## config.mk

```make
export PLATFORM = sky130hd
export DESIGN_NAME = operand_seq_4b
export DESIGN_NICKNAME = d
export VERILOG_FILES = /design/src/rtl/logic4_pkg.sv /design/src/rtl/operand_seq_4b_nibble_reg.sv /design/src/rtl/operand_seq_4b.sv
export SDC_FILE = /design/constraint.sdc
export NUM_CORES = 1
export LEC_CHECK = 0
export ABC_AREA = 1
export BUFFER_PORTS_ARGS = -buffer_cell sky130_fd_sc_hd__buf_4
export CAP_MARGIN = 20
export CORE_ASPECT_RATIO = 0.9
export CORE_MARGIN = 2
export CORE_UTILIZATION = 25
export DETAILED_ROUTE_END_ITERATION = 7
export PLACE_DENSITY_LB_ADDON = 0.2
export SLEW_MARGIN = 30
export SYNTH_ARGS = -nofsm -noshare
export SYNTH_HDL_FRONTEND = slang
export SYNTH_SLANG_ARGS = --single-unit
```

## constraint.sdc

```tcl
create_clock -name clk -period 1.75 [get_ports clk]
set_input_delay 0.2625 -clock clk [delete_from_list [all_inputs] [get_ports clk]]
set_output_delay 0.2625 -clock clk [all_outputs]
set_load 0.02 [all_outputs]
```

## src/rtl/logic4_pkg.sv

```systemverilog
// Shared types and constants for the 4-bit logic unit sequencing front end.
package logic4_pkg;

    localparam int DEFAULT_WIDTH = 4;

    typedef enum logic [1:0] {
        LOAD_A = 2'd0,
        LOAD_B = 2'd1,
        EXEC   = 2'd2,
        RESP   = 2'd3
    } seq_state_t;

endpackage

```

## src/rtl/operand_seq_4b_nibble_reg.sv

```systemverilog
// Load-enabled register with synchronous reset to zero, used for operands and the result.
module nibble_reg
    import logic4_pkg::*;
#(
    parameter int WIDTH = DEFAULT_WIDTH
) (
    input  logic             clk,
    input  logic             rst,
    input  logic             load,
    input  logic [WIDTH-1:0] d,
    output logic [WIDTH-1:0] q
);

    logic [WIDTH-1:0] q_reg;

    always_ff @(posedge clk) begin
        if (rst) begin
            q_reg <= '0;
        end else if (load) begin
            q_reg <= d;
        end
    end

    assign q = q_reg;

endmodule

```

## src/rtl/operand_seq_4b.sv

```systemverilog
// Operand sequencer: collects A then B, holds them for the logic unit, returns Y.
// Optional res_parity output is enabled by defining OPERAND_SEQ_PARITY_EN.
module operand_seq_4b
    import logic4_pkg::*;
#(
    parameter int WIDTH = DEFAULT_WIDTH,
    parameter int CNT_W = 8
) (
    input  logic             clk,
    input  logic             rst,
    input  logic             in_valid,
    output logic             in_ready,
    input  logic [WIDTH-1:0] in_data,
    output logic [WIDTH-1:0] a_out,
    output logic [WIDTH-1:0] b_out,
    input  logic [WIDTH-1:0] y_in,
    output logic             res_valid,
    input  logic             res_ready,
    output logic [WIDTH-1:0] res_data,
    output logic             busy,
    output logic [CNT_W-1:0] op_count
`ifdef OPERAND_SEQ_PARITY_EN
    ,
    output logic             res_parity
`endif
);

    seq_state_t       state_reg;
    seq_state_t       state_next;
    logic [CNT_W-1:0] op_count_reg;
    logic             in_fire;
    logic             res_fire;
    logic             res_load;
    logic [1:0]       opnd_load;
    logic [WIDTH-1:0] opnd_q [2];

    always_ff @(posedge clk) begin
        if (rst) begin
            state_reg <= LOAD_A;
        end else begin
            state_reg <= state_next;
        end
    end

    // Handshake strobes; the ready/valid outputs themselves depend on state alone.
    always_comb begin
        in_ready   = 1'b0;
        res_valid  = 1'b0;
        busy       = 1'b0;
        state_next = state_reg;
        case (state_reg)
            LOAD_A: begin
                in_ready = 1'b1;
                if (in_valid) state_next = LOAD_B;
            end
            LOAD_B: begin
                in_ready = 1'b1;
                if (in_valid) state_next = EXEC;
            end
            EXEC: begin
                busy       = 1'b1;
                state_next = RESP;
            end
            RESP: begin
                busy      = 1'b1;
                res_valid = 1'b1;
                if (res_ready) state_next = LOAD_A;
            end
            default: state_next = LOAD_A;
        endcase
    end

    assign in_fire      = in_valid && in_ready;
    assign res_fire     = res_valid && res_ready;
    assign res_load     = (state_reg == EXEC);
    assign opnd_load[0] = in_fire && (state_reg == LOAD_A);
    assign opnd_load[1] = in_fire && (state_reg == LOAD_B);

    generate
        for (genvar gi = 0; gi < 2; gi++) begin : g_opnd
            nibble_reg #(.WIDTH(WIDTH)) u_opnd_reg (
                .clk  (clk),
                .rst  (rst),
                .load (opnd_load[gi]),
                .d    (in_data),
                .q    (opnd_q[gi])
            );
        end
    endgenerate

    assign a_out = opnd_q[0];
    assign b_out = opnd_q[1];

    nibble_reg #(.WIDTH(WIDTH)) u_res_reg (
        .clk  (clk),
        .rst  (rst),
        .load (res_load),
        .d    (y_in),
        .q    (res_data)
    );

`ifdef OPERAND_SEQ_PARITY_EN
    nibble_reg #(.WIDTH(1)) u_parity_reg (
        .clk  (clk),
        .rst  (rst),
        .load (res_load),
        .d    (^y_in),
        .q    (res_parity)
    );
`endif

    always_ff @(posedge clk) begin
        if (rst) begin
            op_count_reg <= '0;
        end else if (res_fire) begin
            op_count_reg <= op_count_reg + CNT_W'(1);
        end
    end

    assign op_count = op_count_reg;

endmodule

```

* Word-level counts from Yosys, hierarchy flattened *
Index checks and enable logic that the tools add are counted.

storage, ports and cells
  input bits = 12
  register bits after elaboration = 22
  output and inout bits = 23
  word-level logic and storage cells = 27

operators by class
  multiplexer cells = 7
  reduce and logical (&&, ||, !) cells = 8
  $add $sub $neg = 1
  equality and inequality tests = 6

operators by type and width
  kind                                                  number
  adder 8 x 1 -> 8 bit (second input constant)          1
  one-hot mux 2 bit (4 select lines)                    1
  two-way mux 2 bit                                     3
  inequality test 2 bit (second input constant)         3
  equality test 2 bit (second input constant)           2
  logical AND 1 bit                                     4
  OR reduction 2 bit                                    2
  two-way mux 1 bit                                     3
  AND reduction 3 bit                                   1
  equality test 2 x 1 -> 1 bit (second input constant)  1
  zero test 2 bit                                       1

* Logic depth before layout (Yosys ltp) *
  depth in word-level cells = 5
  gate-level depth with buffers = 7
  mapped depth without buffers = 7

* Hierarchy *
A second synthesis with hierarchy kept.

unflattened totals
  cell total of the unflattened synthesis = 161
  area total of the unflattened synthesis = 1079.8 um2

by module, submodules not included
  module          instances  sequential area each (um2)  area each (um2)  cells an instance
  operand_seq_4b  1          200.2                       561.8            83
  nibble_reg      3          80.1                        172.7            26

* Least setup slack after synthesis *
OpenSTA, ideal clock, no wires.

  path type = register to register
  from = register state_reg[0]
  to = register state_reg[0]
  arrival time = 1229 ps
  path slack = 410 ps
  library setup time = 112 ps
  data required time = 1638 ps
  stages on the path, launching flop included = 7
  path through = dfxtp_1 ha_1 inv_1 or2_4 and2_4 nor2_1 nor2_1

on the way
  word-level cells in the longest chain between the ends = 3
  elaborated cells between the ends (all ways) = 9
  those cells by class = eq/ne (6); mux (1); reduce/logical (2)

RTL lines
  element                                            RTL line              text
  start: declaration                                 operand_seq_4b.sv:28  seq_state_t state_reg;
  start signal: assignment                           operand_seq_4b.sv:41  state_reg <= state_next;
  equality test 2 bit, or another cell as far along  operand_seq_4b.sv:51  case (state_reg)
  inequality test 2 bit (no line)                    -
  AND reduction 3 bit (no line)                      -

Several ways; a longest one is shown, not always the timed one.
A chain may end at the register's enable or synchronous reset.

* Final worst setup path *
  from = register state_reg[1]
  to = output port in_ready

on the way
  word-level cells in the longest chain between the ends = 3
  elaborated cells between the ends (all ways) = 4
  those cells by class = eq/ne (1); mux (1); reduce/logical (2)

RTL lines
  element                                                          RTL line              text
  equality test 2 x 1 -> 1 bit or zero test 2 bit (tied branches)  operand_seq_4b.sv:51
  OR reduction 2 bit (no line) *                                   -
  two-way mux 1 bit *                                              operand_seq_4b.sv:51
  end: declaration                                                 operand_seq_4b.sv:12  output logic in_ready,

Mark *: on every way between the ends. The rest lies on a longest branch, timed or not.

==> flow_summary.toml <==
[floorplan]
coreArea_um2 = 3700
dieWidth_um = 69.3
fp.dieH_um = 62.8
ios = 35
num_rows = 21
die_area_um2 = 4350
initial_core_util_pct = 25.9

[global_route]
antenna_found_initial = 0
grt_pass1_vias = 834
grt-ovfl-total = 0
grt_first_pass_wirelength_um = 3640
grt_usage_pct = 10.3
grt_max_degree = 21

[sta]
setup-tns-final_ns = 0
clock-skew-final_ns = 0.00399
relSlewSlack_pct = 64.2
rsz0062_at_grt = "no"
min_period_ns = 1.65
timing.final.crit_share_pct = 94.5
setup_viol = 0
hold_viol = 0
final-max-slew-violation-count = 0
fmax_mhz = 605
worstMarginPinSlew_ns = 0.536

[clocking]
clk_latency_ns = 0.26
cts_made_buffers = 3
cts_tree = "built"
cts.clk_slew.worst_paths_ns = 0.08
cts-hold-fix-buffers = 0
htree_num_levels = 1
ctsLongestPathBuffers = 2
postCtsResizedCells = 0
cts_root_buffer = "clkbuf_8"
postCtsSetupRepairBufs = 0
cts_sinks = 22

[final_layout]
fin_nets = 184
synthToLayoutAreaGrowth_pct = 37.5
seq_area_um2 = 442
layout-drive-gt1-share_pct = 26.5
final_util_pct = 35.6
multi_input_comb_area_um2 = 469
nFillCells = 411
antenna-diode-count = 0

[worst_setup_path]
cp_data_arrival_time_ns = 1.39
crit_path_cell_trace = "inv_1, ha_1, or2_2, buf_4"
max_stage_delay_ns = 0.37
cp_top_family = "flip-flops"
critPathMaxFanout = 4
cpMaxStageDelayCell = "dfxtp_1"
critPathKind = "reg2out"
start_kind = "register"
required_ns = 1.49
end_kind = "primary output"
crit_buf_inv = 2

[placed_design]
hpwlAfterDp_um = 1620
globalplace.congestion = 0.734
io_buffers = 34

[route]
drcViolationCount = 0
first_pass_iters = 4
via_count = 893
initialDrtViolationCount = 30
vias_per_cell = 4.21
ant_nets = 0
wl_per_cell_um = 9.65
drt_wl_total_um = 2050

[power_and_ir_drop]
p_leak_nw = 0.636
peakVddDrop_mv = 0.551
power_density_nw_per_um2 = 1390

[synth]
synth.cell_area_um2 = 960
synth_top_area_share_pct = 45.9
yosys.area.top_type = "dfxtp_1"
synthArstFlopShare_pct = 0
yosys_most_used_dff = "dfxtp_1"
syn_nets = 147
ys_warn_count = 0
synth.distinct_cells = 20
yosysMostFrequentCell = "nor2_1"
synth_cells = 130
ys_top_cells_by_count = "42 x nor2_1, 22 x dfxtp_1, 17 x nand2_1, 13 x o21ai_0, 11 x inv_1"
synth_edf_count = 0
avgSynthCellArea_um2 = 7.38
ys_seq_area_share_pct = 45.9
synth.area.top_cells = "dfxtp_1 46%, nor2_1 16%, o21ai_0 6.8%"
ys_ff_latch = 22

[flow_run]
cap_viol_max_count = 0

[outcome]
status = "complete, no violations"

[hold_path]
min_path_type = "in2reg"
==> power breakdown <==
group | total [W] | internal, W | switching (W)
Combinational | 0.000785 | 0.000338 | 0.000447
Clock | 0.000361 | 0.000200 | 0.000160
Sequential | 0.000686 | 0.000615 | 0.0000710
Total | 0.00183 | 0.00115 | 0.000679
==> routing by layer <==
layer	wire [µm]	GRT usage [%]	up-vias
met1	900	12.0	397
met5	0	0	-
met4	29	3.68	0
li1	-	-	478
met2	1020	17.3	16
met3	100	3.87	2
==> worst paths after layout <==
| path | from | end | slack, ns | depth (start not counted) |
|---|---|---|---|---|
| max | state_reg[1] | in_ready | 0.1 | 4 |
| min | rst | op_count[0] | 0.17 | 2 |
| max reg2reg | state_reg[1] | state_reg[0] | 0.43 | 6 |
| min reg2reg | g_opnd[0].u_opnd_reg.q[3] | g_opnd[0].u_opnd_reg.q[3] | 0.49 | 2 |
==> cell families (layout without fill, tap and decap cells) <==
family          count (synthesis)  in the layout  share of synthesized area (%)
flops                          22             22                           45.9
compound gates                 17             17                           9.13
fa+ha+maj                       5              5                           6.52
buf+inv                        13             49                           5.21
xor+xnor                        1              1                          0.913
simple gates                   72             72                           32.3
==> final cells by class <==
type,count,area share [%]
Inverter,11,3.13
Multi-Input combinational cell,95,35.5
Timing Repair Buffer,34,19.3
Sequential cell,22,33.5
Tap cell,46,4.36
Clock buffer,4,4.17
==> cell usage in the layout (no fill, tap or decap), types with 3 or more instances in the layout <==
| cell | count |
|---|---|
| a21oi_1 | 3 |
| nand2_1 | 17 |
| inv_1 | 11 |
| nand3_1 | 5 |
| ha_1 | 5 |
| buf_4 | 34 |
| o21ai_0 | 13 |
| dfxtp_1 | 21 |
| nor2_1 | 42 |
| clkbuf_8 | 4 |
==> through the flow <==
step | std cells | total power (W) | cell area, µm² | hold WS (ns) | setup slack [ns]
6_report | 212 | 0.00183 | 1320 | 0.171 | 0.0970
4_1_cts | 212 | 0.00186 | 1320 | 0.163 | 0.0507
3_5_place_dp | 208 | 0.00149 | 1260 | 0.445 | 0.343
3_3_place_gp | 208 | 0.00147 | 1260 | 0.443 | 0.381
2_1_floorplan | 130 | 0.00119 | 960 | 0.335 | 0.410
5_1_grt | 212 | 0.00200 | 1320 | 0.164 | 0.00135
Note: power is estimated with default switching activity, not from simulation.
